[src/rtl/mem_port_arbiter_if.sv]
// Bundles the fetch, data and memory sides of the shared memory port.
// Ports: if_* (fetch requester), d_* (data requester), mem_* (memory side).
// slave = arbiter view, master = environment view (requesters plus memory model).
interface mem_port_arbiter_if #(
    parameter int ADDR_W = 16,
    parameter int DATA_W = 16
);
    logic              if_req;
    logic [ADDR_W-1:0] if_addr;
    logic [DATA_W-1:0] if_data;
    logic              if_done;

    logic              d_req;
    logic              d_wr;
    logic [ADDR_W-1:0] d_addr;
    logic [DATA_W-1:0] d_wdata;
    logic [DATA_W-1:0] d_rdata;
    logic              d_done;

    logic              mem_en;
    logic              mem_wr;
    logic [ADDR_W-1:0] mem_addr;
    logic [DATA_W-1:0] mem_wdata;
    logic [DATA_W-1:0] mem_rdata;

    modport slave (
        input  if_req, if_addr, d_req, d_wr, d_addr, d_wdata, mem_rdata,
        output if_data, if_done, d_rdata, d_done,
               mem_en, mem_wr, mem_addr, mem_wdata
    );

    modport master (
        output if_req, if_addr, d_req, d_wr, d_addr, d_wdata, mem_rdata,
        input  if_data, if_done, d_rdata, d_done,
               mem_en, mem_wr, mem_addr, mem_wdata
    );
endinterface

[src/rtl/mem_port_arbiter.sv]
// Arbitrates one fixed-latency single-ported memory between fetch (I) and data (D).
// Latency: request seen in IDLE at t -> mem_en at t+1 -> done/data at t+MEM_LAT+2.
// Backpressure: requesters hold req until done; pipeline stalls on req & ~done.
// Ports: clk, rst (sync, active-high), bus (mem_port_arbiter_if.slave).
module mem_port_arbiter #(
    parameter int ADDR_W  = 16,
    parameter int DATA_W  = 16,
    parameter int MEM_LAT = 4
) (
    input  logic                  clk,
    input  logic                  rst,
    mem_port_arbiter_if.slave     bus
);
    localparam int CNT_W = $clog2(MEM_LAT + 1);

    typedef enum logic { IDLE, BUSY } state_t;
    typedef enum logic { OWN_I, OWN_D } owner_t;

    state_t            state_q, state_d;
    owner_t            owner_q, last_grant_q, grant_sel;
    logic              grant_vld;
    logic              if_elig, d_elig;
    logic [CNT_W-1:0]  cnt_q;

    logic [DATA_W-1:0] if_data_q, d_rdata_q, mem_wdata_q;
    logic [ADDR_W-1:0] mem_addr_q;
    logic              if_done_q, d_done_q, mem_en_q, mem_wr_q;

    // Next state and grant decision. A requester is ignored in its own done
    // cycle so it gets one cycle to present its next address.
    always_comb begin
        state_d   = state_q;
        grant_vld = 1'b0;
        grant_sel = OWN_I;
        if_elig   = bus.if_req & ~if_done_q;
        d_elig    = bus.d_req & ~d_done_q;
        case (state_q)
            IDLE: begin
                if (if_elig || d_elig) begin
                    grant_vld = 1'b1;
                    state_d   = BUSY;
                    // D wins ties unless it won the previous grant.
                    if (d_elig && !(if_elig && last_grant_q == OWN_D))
                        grant_sel = OWN_D;
                end
            end
            BUSY: begin
                if (cnt_q == '0)
                    state_d = IDLE;
            end
            default: state_d = IDLE;
        endcase
    end

    always_ff @(posedge clk) begin
        if (rst)
            state_q <= IDLE;
        else
            state_q <= state_d;
    end

    always_ff @(posedge clk) begin
        if (rst) begin
            owner_q      <= OWN_I;
            last_grant_q <= OWN_I;
            cnt_q        <= '0;
            if_data_q    <= '0;
            d_rdata_q    <= '0;
            mem_addr_q   <= '0;
            mem_wdata_q  <= '0;
            if_done_q    <= 1'b0;
            d_done_q     <= 1'b0;
            mem_en_q     <= 1'b0;
            mem_wr_q     <= 1'b0;
        end else begin
            mem_en_q  <= 1'b0;
            if_done_q <= 1'b0;
            d_done_q  <= 1'b0;
            if (grant_vld) begin
                owner_q      <= grant_sel;
                last_grant_q <= grant_sel;
                mem_en_q     <= 1'b1;
                cnt_q        <= CNT_W'(MEM_LAT);
                if (grant_sel == OWN_D) begin
                    mem_addr_q  <= bus.d_addr;
                    mem_wr_q    <= bus.d_wr;
                    mem_wdata_q <= bus.d_wdata;
                end else begin
                    mem_addr_q  <= bus.if_addr;
                    mem_wr_q    <= 1'b0;
                end
            end else if (state_q == BUSY) begin
                if (cnt_q == '0) begin
                    // Read data is valid in this cycle; hand it to the owner.
                    if (owner_q == OWN_I) begin
                        if_data_q <= bus.mem_rdata;
                        if_done_q <= 1'b1;
                    end else begin
                        if (!mem_wr_q)
                            d_rdata_q <= bus.mem_rdata;
                        d_done_q <= 1'b1;
                    end
                end else begin
                    cnt_q <= cnt_q - CNT_W'(1);
                end
            end
        end
    end

    assign bus.if_data   = if_data_q;
    assign bus.if_done   = if_done_q;
    assign bus.d_rdata   = d_rdata_q;
    assign bus.d_done    = d_done_q;
    assign bus.mem_en    = mem_en_q;
    assign bus.mem_wr    = mem_wr_q;
    assign bus.mem_addr  = mem_addr_q;
    assign bus.mem_wdata = mem_wdata_q;
endmodule

[src/flat_wrapper.sv]
// flat-port wrapper written by rule: the top's interface ports become plain ports
module mem_port_arbiter_flat 
#(
    parameter int ADDR_W  = 16,
    parameter int DATA_W  = 16,
    parameter int MEM_LAT = 4
)
  (clk, rst, bus_if_req, bus_if_addr, bus_d_req, bus_d_wr, bus_d_addr, bus_d_wdata, bus_mem_rdata, bus_if_data, bus_if_done, bus_d_rdata, bus_d_done, bus_mem_en, bus_mem_wr, bus_mem_addr, bus_mem_wdata);
  mem_port_arbiter_if #(.ADDR_W(ADDR_W), .DATA_W(DATA_W)) bus_i ();
  input  logic clk;
  input  logic rst;
  input wire logic [$bits(bus_i.if_req)-1:0] bus_if_req;
  input wire logic [$bits(bus_i.if_addr)-1:0] bus_if_addr;
  input wire logic [$bits(bus_i.d_req)-1:0] bus_d_req;
  input wire logic [$bits(bus_i.d_wr)-1:0] bus_d_wr;
  input wire logic [$bits(bus_i.d_addr)-1:0] bus_d_addr;
  input wire logic [$bits(bus_i.d_wdata)-1:0] bus_d_wdata;
  input wire logic [$bits(bus_i.mem_rdata)-1:0] bus_mem_rdata;
  output wire logic [$bits(bus_i.if_data)-1:0] bus_if_data;
  output wire logic [$bits(bus_i.if_done)-1:0] bus_if_done;
  output wire logic [$bits(bus_i.d_rdata)-1:0] bus_d_rdata;
  output wire logic [$bits(bus_i.d_done)-1:0] bus_d_done;
  output wire logic [$bits(bus_i.mem_en)-1:0] bus_mem_en;
  output wire logic [$bits(bus_i.mem_wr)-1:0] bus_mem_wr;
  output wire logic [$bits(bus_i.mem_addr)-1:0] bus_mem_addr;
  output wire logic [$bits(bus_i.mem_wdata)-1:0] bus_mem_wdata;
  assign bus_i.if_req = bus_if_req;
  assign bus_i.if_addr = bus_if_addr;
  assign bus_i.d_req = bus_d_req;
  assign bus_i.d_wr = bus_d_wr;
  assign bus_i.d_addr = bus_d_addr;
  assign bus_i.d_wdata = bus_d_wdata;
  assign bus_i.mem_rdata = bus_mem_rdata;
  assign bus_if_data = bus_i.if_data;
  assign bus_if_done = bus_i.if_done;
  assign bus_d_rdata = bus_i.d_rdata;
  assign bus_d_done = bus_i.d_done;
  assign bus_mem_en = bus_i.mem_en;
  assign bus_mem_wr = bus_i.mem_wr;
  assign bus_mem_addr = bus_i.mem_addr;
  assign bus_mem_wdata = bus_i.mem_wdata;
  mem_port_arbiter #(.ADDR_W(ADDR_W), .DATA_W(DATA_W), .MEM_LAT(MEM_LAT)) u_core (.clk(clk), .rst(rst), .bus(bus_i));
endmodule
[config.mk]
export PLATFORM = sky130hd
export DESIGN_NAME = mem_port_arbiter_flat
export DESIGN_NICKNAME = d
export VERILOG_FILES = /design/src/rtl/mem_port_arbiter_if.sv /design/src/rtl/mem_port_arbiter.sv /design/src/flat_wrapper.sv
export SDC_FILE = /design/constraint.sdc
export NUM_CORES = 1
export LEC_CHECK = 0
export ABC_AREA = 1
export CAP_MARGIN = 5
export CORE_ASPECT_RATIO = 0.6
export CORE_MARGIN = 4
export CORE_UTILIZATION = 44
export CTS_CLUSTER_DIAMETER = 30
export DETAILED_ROUTE_END_ITERATION = 10
export GPL_ROUTABILITY_DRIVEN = 0
export PLACE_DENSITY = 0.9
export SYNTH_ARGS = -nofsm -noshare
export SYNTH_HDL_FRONTEND = slang
export SYNTH_SLANG_ARGS = --single-unit
[constraint.sdc]
create_clock -name clk -period 4.42 [get_ports clk]
set_input_delay 0.884 -clock clk [delete_from_list [all_inputs] [get_ports clk]]
set_output_delay 0.884 -clock clk [all_outputs]
set_load 0.02 [all_outputs]
Word-level counts from Yosys, hierarchy flattened:

Cells that the tools add are included.

* add/subtract/negate cells: 1
* equality and inequality tests: 1
* multiplexer cells: 15
* bitwise gates (word level): 9
* reduce and logical (&&, ||, !) cells: 13

Operators with widths (count)
* $mux W16: 1
* $mux W1: 10
* $mux W3: 3
* $not A1 Y1: 7
* $reduce_and A2 Y1: 3
* $reduce_and A5 Y1: 1
* $reduce_and A4 Y1: 1
* $reduce_or A4 Y1: 1
* $logic_not A3 Y1: 1
* $sub A3 B1 Y3 const B: 1
* $and A1 B1 Y1: 2
* $logic_and A1 B1 Y1: 2
* $ne A2 B1 Y1 const B: 1
* $pmux W1 S2: 1
* $reduce_bool A2 Y1: 1
* $reduce_or A2 Y1: 1
* $logic_not A1 Y1: 1
* $logic_or A1 B1 Y1: 1

* bits in registers: 73
* input bits: 69
* output and inout port bits: 68
* logic and storage cells: 51

Logic depth before layout (Yosys ltp):

Gate-level depths: netlist of the first run.

* depth in word-level cells: 9
* depth in mapped cells: 9

Worst setup path before layout of the first run:

Ideal clock, no wire load.

* path type: input -> register
* start: in bus_d_req
* end: reg u_core.mem_addr_q[10] (netlist: u_core.bus.mem_addr[10])
* setup time: 58 ps
* arrival: 1553 ps
* setup slack: 2809 ps
* stages: 7
* path buffers: 1
* cell sequence: nand2_1 > nand2_1 > nand2_2 > nor2_4 > buf_2 > nand3_1 > nand2_1

* longest elaborated chain between the ends: 6
* elaborated cells between the ends (all ways): 9

RTL lines
* start: declaration: RTL line flat_wrapper.sv:14 `input wire logic [$bits(bus_i.d_req)-1:0] bus_d_req;`
* $and A1 B1 Y1 (*): RTL line mem_port_arbiter.sv:36 `d_elig = bus.d_req & ~d_done_q;`
* $logic_and A1 B1 Y1: RTL line mem_port_arbiter.sv:43 `if (d_elig && !(if_elig && last_grant_q == OWN_D))`
* $mux W1: RTL line mem_port_arbiter.sv:43
* $mux W1: RTL line mem_port_arbiter.sv:39 `if (if_elig || d_elig) begin`
* $mux W1: RTL line mem_port_arbiter.sv:37 `case (state_q)`
* $mux W16: RTL line mem_port_arbiter.sv:84 `if (grant_sel == OWN_D) begin`
* end signal: assignment: RTL line mem_port_arbiter.sv:85 `mem_addr_q <= bus.d_addr;`
* end signal: assignment: RTL line mem_port_arbiter.sv:89 `mem_addr_q <= bus.if_addr;`
* end: declaration: RTL line mem_port_arbiter.sv:26 `logic [ADDR_W-1:0] mem_addr_q;`

Mark *: on every way between the ends. The rest lies on a longest branch, timed or not.
A chain may end at the register's enable or synchronous reset.

Worst setup path after layout of the first run:

* start: in bus_if_req
* end: reg u_core.mem_addr_q[12] (netlist: u_core.bus.mem_addr[12])

* longest elaborated chain between the ends: 8
* elaborated cells between the ends (all ways): 11

RTL lines
* start: declaration: RTL line flat_wrapper.sv:12 `input wire logic [$bits(bus_i.if_req)-1:0] bus_if_req;`
* $and A1 B1 Y1 (*): RTL line mem_port_arbiter.sv:35 `if_elig = bus.if_req & ~if_done_q;`
* $logic_and A1 B1 Y1: RTL line mem_port_arbiter.sv:43
* $logic_not A1 Y1: RTL line mem_port_arbiter.sv:43
* $logic_and A1 B1 Y1: RTL line mem_port_arbiter.sv:43
* $mux W1: RTL line mem_port_arbiter.sv:43
* $mux W1: RTL line mem_port_arbiter.sv:39
* $mux W1: RTL line mem_port_arbiter.sv:37
* $mux W16: RTL line mem_port_arbiter.sv:84

Marks and branches as above.

==> run_results.csv, run 1 <==
group,metric,value,unit
timing,fin_worst_skew,0.006849,ns
cells_and_area,n_fill_cell,498,
yosys,synth.top_cell.area_share,50.21,%
timing,tightest_slew,0.8442,ns
outcome,status,"finished clean",
clock_tree,cts_buffer_depth,2,
critical_path,start_kind,"input port",
yosys,ys_warn_count,0,
detailed_routing,ant_nets,0,
timing,holdWs,0.4563,ns
critical_path,crit_path_frequent_cell,"nand2_1",
floorplanning,initial_utilization,46.58,%
yosys,synth_fp_nets,468,
critical_path,crit_buf_inv,1,
detailed_routing,first_iter_violations,231,
global_route,track_usage,21.94,%
global_route,grt_pass1_vias,2923,
critical_path,critPathKind,"in -> reg",
timing,setup_viol,0,
floorplanning,pin_count,137,
pwr,p_leak,1.913,nW
yosys,synth_top_area_cell,"dfxtp_1",
floorplanning,die_h,71.00,um
yosys,synthTopCellsByArea,"dfxtp_1 50%, nand2_1 9.5%, nor2_1 8.5%, nand3_1 8.4%, o21ai_0 5.5%",
detailed_routing,first_pass_iters,4,
cells_and_area,final_cell_mix,"136 x clkdlybuf4s50_1, 74 x nand2_1, 73 x dfxtp_1",
critical_path,critPathMaxFanout,34,
placement,port_buffers,136,
cells_and_area,multi_input_area,1180,um^2
clock_tree,cts_root_buffer,"clkbuf_8",
timing,drv_slew,0,
timing,fin_setup_tns,0,ns
yosys,netlist_area,2910,um^2
floorplanning,core_region_area,6248,um^2
critical_path,critical-path-top-delay-family,"simple AND/OR/NAND/NOR gates",
min_path,min_path_type,"reg -> reg",
critical_path,critical_path.max_stage_delay,0.77,ns
clock_tree,cts_setup_buffers,0,
clock_tree,cts_max_level,3,
detailed_routing,drc_errors,0,
timing,fin_crit_sh,62.53,%
clock_tree,numCtsBuffers,9,
timing,max_slew_margin,43.66,%
placement,hpwl,6.696,mm
floorplanning,dieArea,8022,um^2
critical_path,cp.required,4.66,ns
global_route,grt_pass1_wl,14.35,mm
cells_and_area,seqCellArea,1461,um^2
clock_tree,ctsHoldBuffers,0,
detailed_routing,wl,9.057,mm
detailed_routing,viasPerCell,4.948,
detailed_routing,routedWlPerCell,14.77,um
yosys,yosys_register_bits,73,
critical_path,cp_cell_sequence,"clkdlybuf4s50_1 > nand3_2 > nand2_2 > nand2_1 > nand3_1 > nand2_1",
yosys,syn_avg_cell_area,7.349,um^2
global_route,grt_overflow,0,
yosys,ys_seq_area_share,50.21,%
clock_tree,clock_sink_count,73,
cells_and_area,diodes,0,
clock_tree,cts_resized,0,
cells_and_area,syn_to_final_growth,53.40,%
critical_path,crit_arrival,3.01,ns
clock_tree,cts_tree,"built",
job,drv_cap,0,
critical_path,endpoint_kind,"flop",
floorplanning,die_w,113.0,um
pwr,power.density,358.9,nW/um^2
yosys,yosysUniqueCellTypes,22,
cells_and_area,fin_nets,596,
timing,rsz0062_at_grt,"false",
yosys,synthCells,396,
timing,max_freq,0.3618,GHz
pwr,ir_drop,0.0001837,V
detailed_routing,vias,3033,
timing,finalCriticalPeriod,2.764,ns
global_route,grt_max_degree,35,
cells_and_area,drive_above_1_share,6.049,%
floorplanning,fp-row-count,22,
clock_tree,cts.clk_slew.worst_paths,0.08,ns
timing,hold_viol_final,0,
global_route,antenna_found_initial,0,
cells_and_area,final_common_cell,"clkdlybuf4s50_1",
clock_tree,clock_latency,0.34,ns
critical_path,slowest_stage,"nand2_2",
-- final cells by class --
cell class	instances	area share, %
Sequential cell	73	32.74
Clock buffer	10	3.083
Inverter	45	3.784
Tap cell	84	2.354
Multi-Input combinational cell	258	26.43
Timing Repair Buffer	137	30.66
Clock inverter	6	0.9529
-- flip-flops by register name, summed over array words and instances (netlist names) --
register              count
u_core.bus.mem_addr      16
u_core.bus.if_done        1
u_core.cnt_q              3
u_core.bus.mem_en         1
u_core.owner_q            1
u_core.bus.mem_wdata     16
u_core.bus.d_done         1
u_core.bus.mem_wr         1
u_core.bus.if_data       16
u_core.state_q            1
u_core.bus.d_rdata       16
-- stage by stage --
stage | total power (W) | instances | instance area [um^2] | setup WS [ns] | utilization, %
3_3_place_gp | 0.001127 | 597 | 4284 | 1.427 | 68.56
4_1_cts | 0.001606 | 613 | 4464 | 1.676 | 71.45
3_5_place_dp | 0.001138 | 597 | 4284 | 1.308 | 68.56
5_1_grt | 0.001672 | 613 | 4464 | 1.449 | 71.45
2_1_floorplan | 0.0009428 | 396 | 2910 | 2.809 | -
6_report | 0.001602 | 613 | 4464 | 1.656 | 71.45
-- worst paths after layout --
check                           slack [ns]              startpoint                       to  cells after the start
worst min register to register        0.46  u_core.bus.mem_addr[8]   u_core.bus.mem_addr[8]                      2
worst min-delay path                  0.46  u_core.bus.mem_addr[8]   u_core.bus.mem_addr[8]                      2
worst max-delay path                  1.66              bus_if_req  u_core.bus.mem_addr[12]                      6
worst max register to register        2.24          u_core.state_q  u_core.bus.mem_addr[12]                      7
-- power by group --
group | switching (W) | leakage [nW] | internal [W]
Clock | 0.000257 | 0.0887 | 0.000220
Sequential | 0.0000307 | 0.598 | 0.000711
Combinational | 0.000205 | 1.23 | 0.000178
-- metal layers --
| layer | part of all wire (%) | global-route usage, % | vias up |
|---|---|---|---|
| met5 | 0 | 0 | - |
| met4 | 1.8 | 6.933 | 0 |
| met3 | 5.8 | 5.812 | 17 |
| met2 | 47 | 34.06 | 107 |
| met1 | 46 | 29.92 | 1410 |
| li1 | - | - | 1499 |
-- synthesized netlist by cell type --
| cell | count |
|---|---|
| nand2_2 | 2 |
| buf_2 | 5 |
| nand3_1 | 49 |
| nand2_1 | 74 |
| a21oi_1 | 21 |
| buf_6 | 1 |
| or2_2 | 1 |
| o21ai_0 | 32 |
| nor3_1 | 1 |
| nor2_1 | 66 |
| o22ai_1 | 1 |
| inv_2 | 5 |
| nand3_2 | 2 |
| nand2_4 | 1 |
| clkbuf_1 | 11 |
| ha_1 | 3 |
| inv_1 | 40 |
| nor2_4 | 3 |
| dfxtp_1 | 73 |
| o21ai_1 | 1 |
| nor2_2 | 1 |
| buf_4 | 3 |
-- cell families (layout without fill, tap and decap cells) --
family / Yosys count / after routing / synth area share, %
adders and majority gates: 3 / 3 / 1.290
and+or+nand+nor: 200 / 200 / 29.75
AOI/OAI and AO/OA: 55 / 55 / 9.501
DFF: 73 / 73 / 50.21
buffers and inverters: 65 / 198 / 9.243
-- worst register-to-register path, stage by stage (launching register included) --
cell and delay [ns]:
dfxtp_1 0.34, inv_1 0.12, nand2_1 0.10, nor2_4 0.58, nand2_2 0.60, nand2_1 0.21, nand3_1 0.10, nand2_1 0.08
No activity file was read; power rests on OpenSTA's default activity.
==> run 2: changes to the inputs <==
--- a/config.mk
+++ b/config.mk
@@ -9,11 +9,11 @@
 export CAP_MARGIN = 5
 export CORE_ASPECT_RATIO = 0.6
 export CORE_MARGIN = 4
-export CORE_UTILIZATION = 44
+export CORE_UTILIZATION = 41
 export CTS_CLUSTER_DIAMETER = 30
 export DETAILED_ROUTE_END_ITERATION = 10
 export GPL_ROUTABILITY_DRIVEN = 0
-export PLACE_DENSITY = 0.9
+export PLACE_DENSITY = 0.85
 export SYNTH_ARGS = -nofsm -noshare
 export SYNTH_HDL_FRONTEND = slang
 export SYNTH_SLANG_ARGS = --single-unit
==> constraint.sdc (replaced) <==
create_clock -name clk -period 2.9 [get_ports clk]
set_input_delay 0.58 -clock clk [delete_from_list [all_inputs] [get_ports clk]]
set_output_delay 0.58 -clock clk [all_outputs]
set_load 0.02 [all_outputs]
==> run 2 against run 1 <==
- register-to-register slack worse by 1.2 ns
- largest power group unchanged
- final area is 2.2% higher
- largest cell class unchanged
- global-route usage is 0.55 points lower
- sequential share of layout area is 0.70 points lower
- critical path type is now reg -> out
==> run_results.csv, run 2 (synthesized netlist as in run 1, its figures left out) <==
group,metric,value,unit
outcome,status,"finished clean",
clock_tree,cts_buffer_depth,2,
clock_tree,clock_sink_count,73,
timing,rsz0062_at_grt,"false",
floorplanning,die_w,116.8,um
timing,fin_crit_sh,67.28,%
critical_path,critPathMaxFanout,3,
timing,max_slew_margin,59.80,%
placement,hpwl,6.846,mm
placement,placed_cells,603,
timing,hold_viol_final,0,
cells_and_area,drive_above_1_share,5.671,%
critical_path,critPathKind,"reg -> out",
detailed_routing,first_iter_violations,181,
job,drv_cap,0,
detailed_routing,vias,3002,
critical_path,cp_cell_sequence,"clkdlybuf4s50_1",
clock_tree,numCtsBuffers,9,
global_route,antenna_found_initial,0,
cells_and_area,multi_input_area,1180,um^2
timing,setup_viol,0,
timing,drv_slew,0,
critical_path,endpoint_kind,"primary output",
clock_tree,clock_latency,0.32,ns
floorplanning,pin_count,137,
floorplanning,fp-row-count,23,
detailed_routing,viasPerCell,4.873,
critical_path,crit_buf_inv,1,
global_route,grt_max_degree,34,
clock_tree,cts.clk_slew.worst_paths,0.05,ns
critical_path,start_kind,"flop",
global_route,track_usage,21.39,%
timing,finalCriticalPeriod,1.951,ns
clock_tree,cts_resized,0,
clock_tree,cts_max_level,3,
floorplanning,die_h,73.26,um
cells_and_area,final_cell_mix,"136 x clkdlybuf4s50_1, 74 x nand2_1, 73 x dfxtp_1",
detailed_routing,routedWlPerCell,14.59,um
timing,fin_setup_tns,0,ns
floorplanning,core_region_area,6792,um^2
cells_and_area,seqCellArea,1461,um^2
detailed_routing,drc_errors,0,
cells_and_area,fin_nets,599,
timing,max_freq,0.5125,GHz
critical_path,crit_arrival,1.37,ns
min_path,min_path_type,"reg -> reg",
detailed_routing,first_pass_iters,5,
cells_and_area,layout.core_utilization,67.17,%
global_route,grt_pass1_wl,14.30,mm
critical_path,critical_path.max_stage_delay,0.64,ns
clock_tree,ctsHoldBuffers,0,
cells_and_area,final_common_cell,"clkdlybuf4s50_1",
cells_and_area,diodes,0,
pwr,ir_drop,0.0002900,V
critical_path,cp.required,2.32,ns
placement,port_buffers,136,
floorplanning,dieArea,8554,um^2
timing,fin_worst_skew,0.003186,ns
cells_and_area,n_fill_cell,561,
detailed_routing,ant_nets,0,
global_route,grt_overflow,0,
pwr,p_leak,1.962,nW
cells_and_area,syn_to_final_growth,56.75,%
critical_path,slowest_stage,"clkdlybuf4s50_1",
clock_tree,cts_setup_buffers,0,
clock_tree,cts_tree,"built",
clock_tree,cts_root_buffer,"clkbuf_16",
floorplanning,initial_utilization,42.85,%
critical_path,critical-path-top-delay-family,"buffers and inverters",
timing,tightest_slew,0.6008,ns
detailed_routing,wl,8.987,mm
pwr,power.density,585.0,nW/um^2
global_route,grt_pass1_vias,2910,
cells_and_area,final_cells,616,
==> run 2: cell count changes in the layout (fill, tap and decap cells not counted), sizes merged <==
| cell | before | now |
|---|---|---|
| clkinvlp | 2 | 0 |
| clkinv | 3 | 1 |
| clkbuf | 10 | 12 |
| inv | 46 | 45 |
| buf | 1 | 4 |
==> run 2: per-stage QoR <==
step	instance area (um^2)	setup slack [ns]	power, W	hold slack [ns]
CTS	4562	0.9222	0.002689	0.4508
finish	4562	0.9489	0.002669	0.4485
global placement	4310	0.7940	0.001721	0.4362
detailed placement	4310	0.6942	0.001737	0.4409
floorplan	2910	1.373	0.001437	0.4381
global route	4562	0.8188	0.002795	0.4728
==> run 2: area by class of cell <==
class / count / area share, %
tap: 87 / 2.386
clock inverter: 1 / 0.1097
clock buffer: 12 / 5.403
timing repair buffer: 140 / 30.50
multi-input combinational: 258 / 25.86
sequential: 73 / 32.04
inverter: 45 / 3.703
==> run 2: final timing paths <==
path / start / cells after the start / to / slack, ns
max: u_core.bus.d_done / 1 / bus_d_done / 0.95
min: u_core.bus.mem_addr[6] / 2 / u_core.bus.mem_addr[6] / 0.45
max reg2reg: u_core.cnt_q[0] / 8 / u_core.bus.if_data[5] / 1.03
min reg2reg: u_core.bus.mem_addr[6] / 2 / u_core.bus.mem_addr[6] / 0.45
==> run 2: per-layer routing <==
metal / global-route usage (%) / share of wire (%) / vias up / routed length [um]
met5: 0 / 0 / - / 0
met3: 6.173 / 4.9 / 12 / 444
met4: 6.107 / 1.2 / 0 / 110
met2: 34.34 / 48 / 88 / 4341
met1: 28.28 / 46 / 1393 / 4091
li1: - / - / 1509 / -
==> run 2: power by group <==
part	internal [W]	leakage [nW]	switching, W
logic	0.000274	1.24	0.000312
clock network	0.000586	0.124	0.000363
registers	0.00109	0.598	0.0000457
total	0.00195	1.96	0.000721
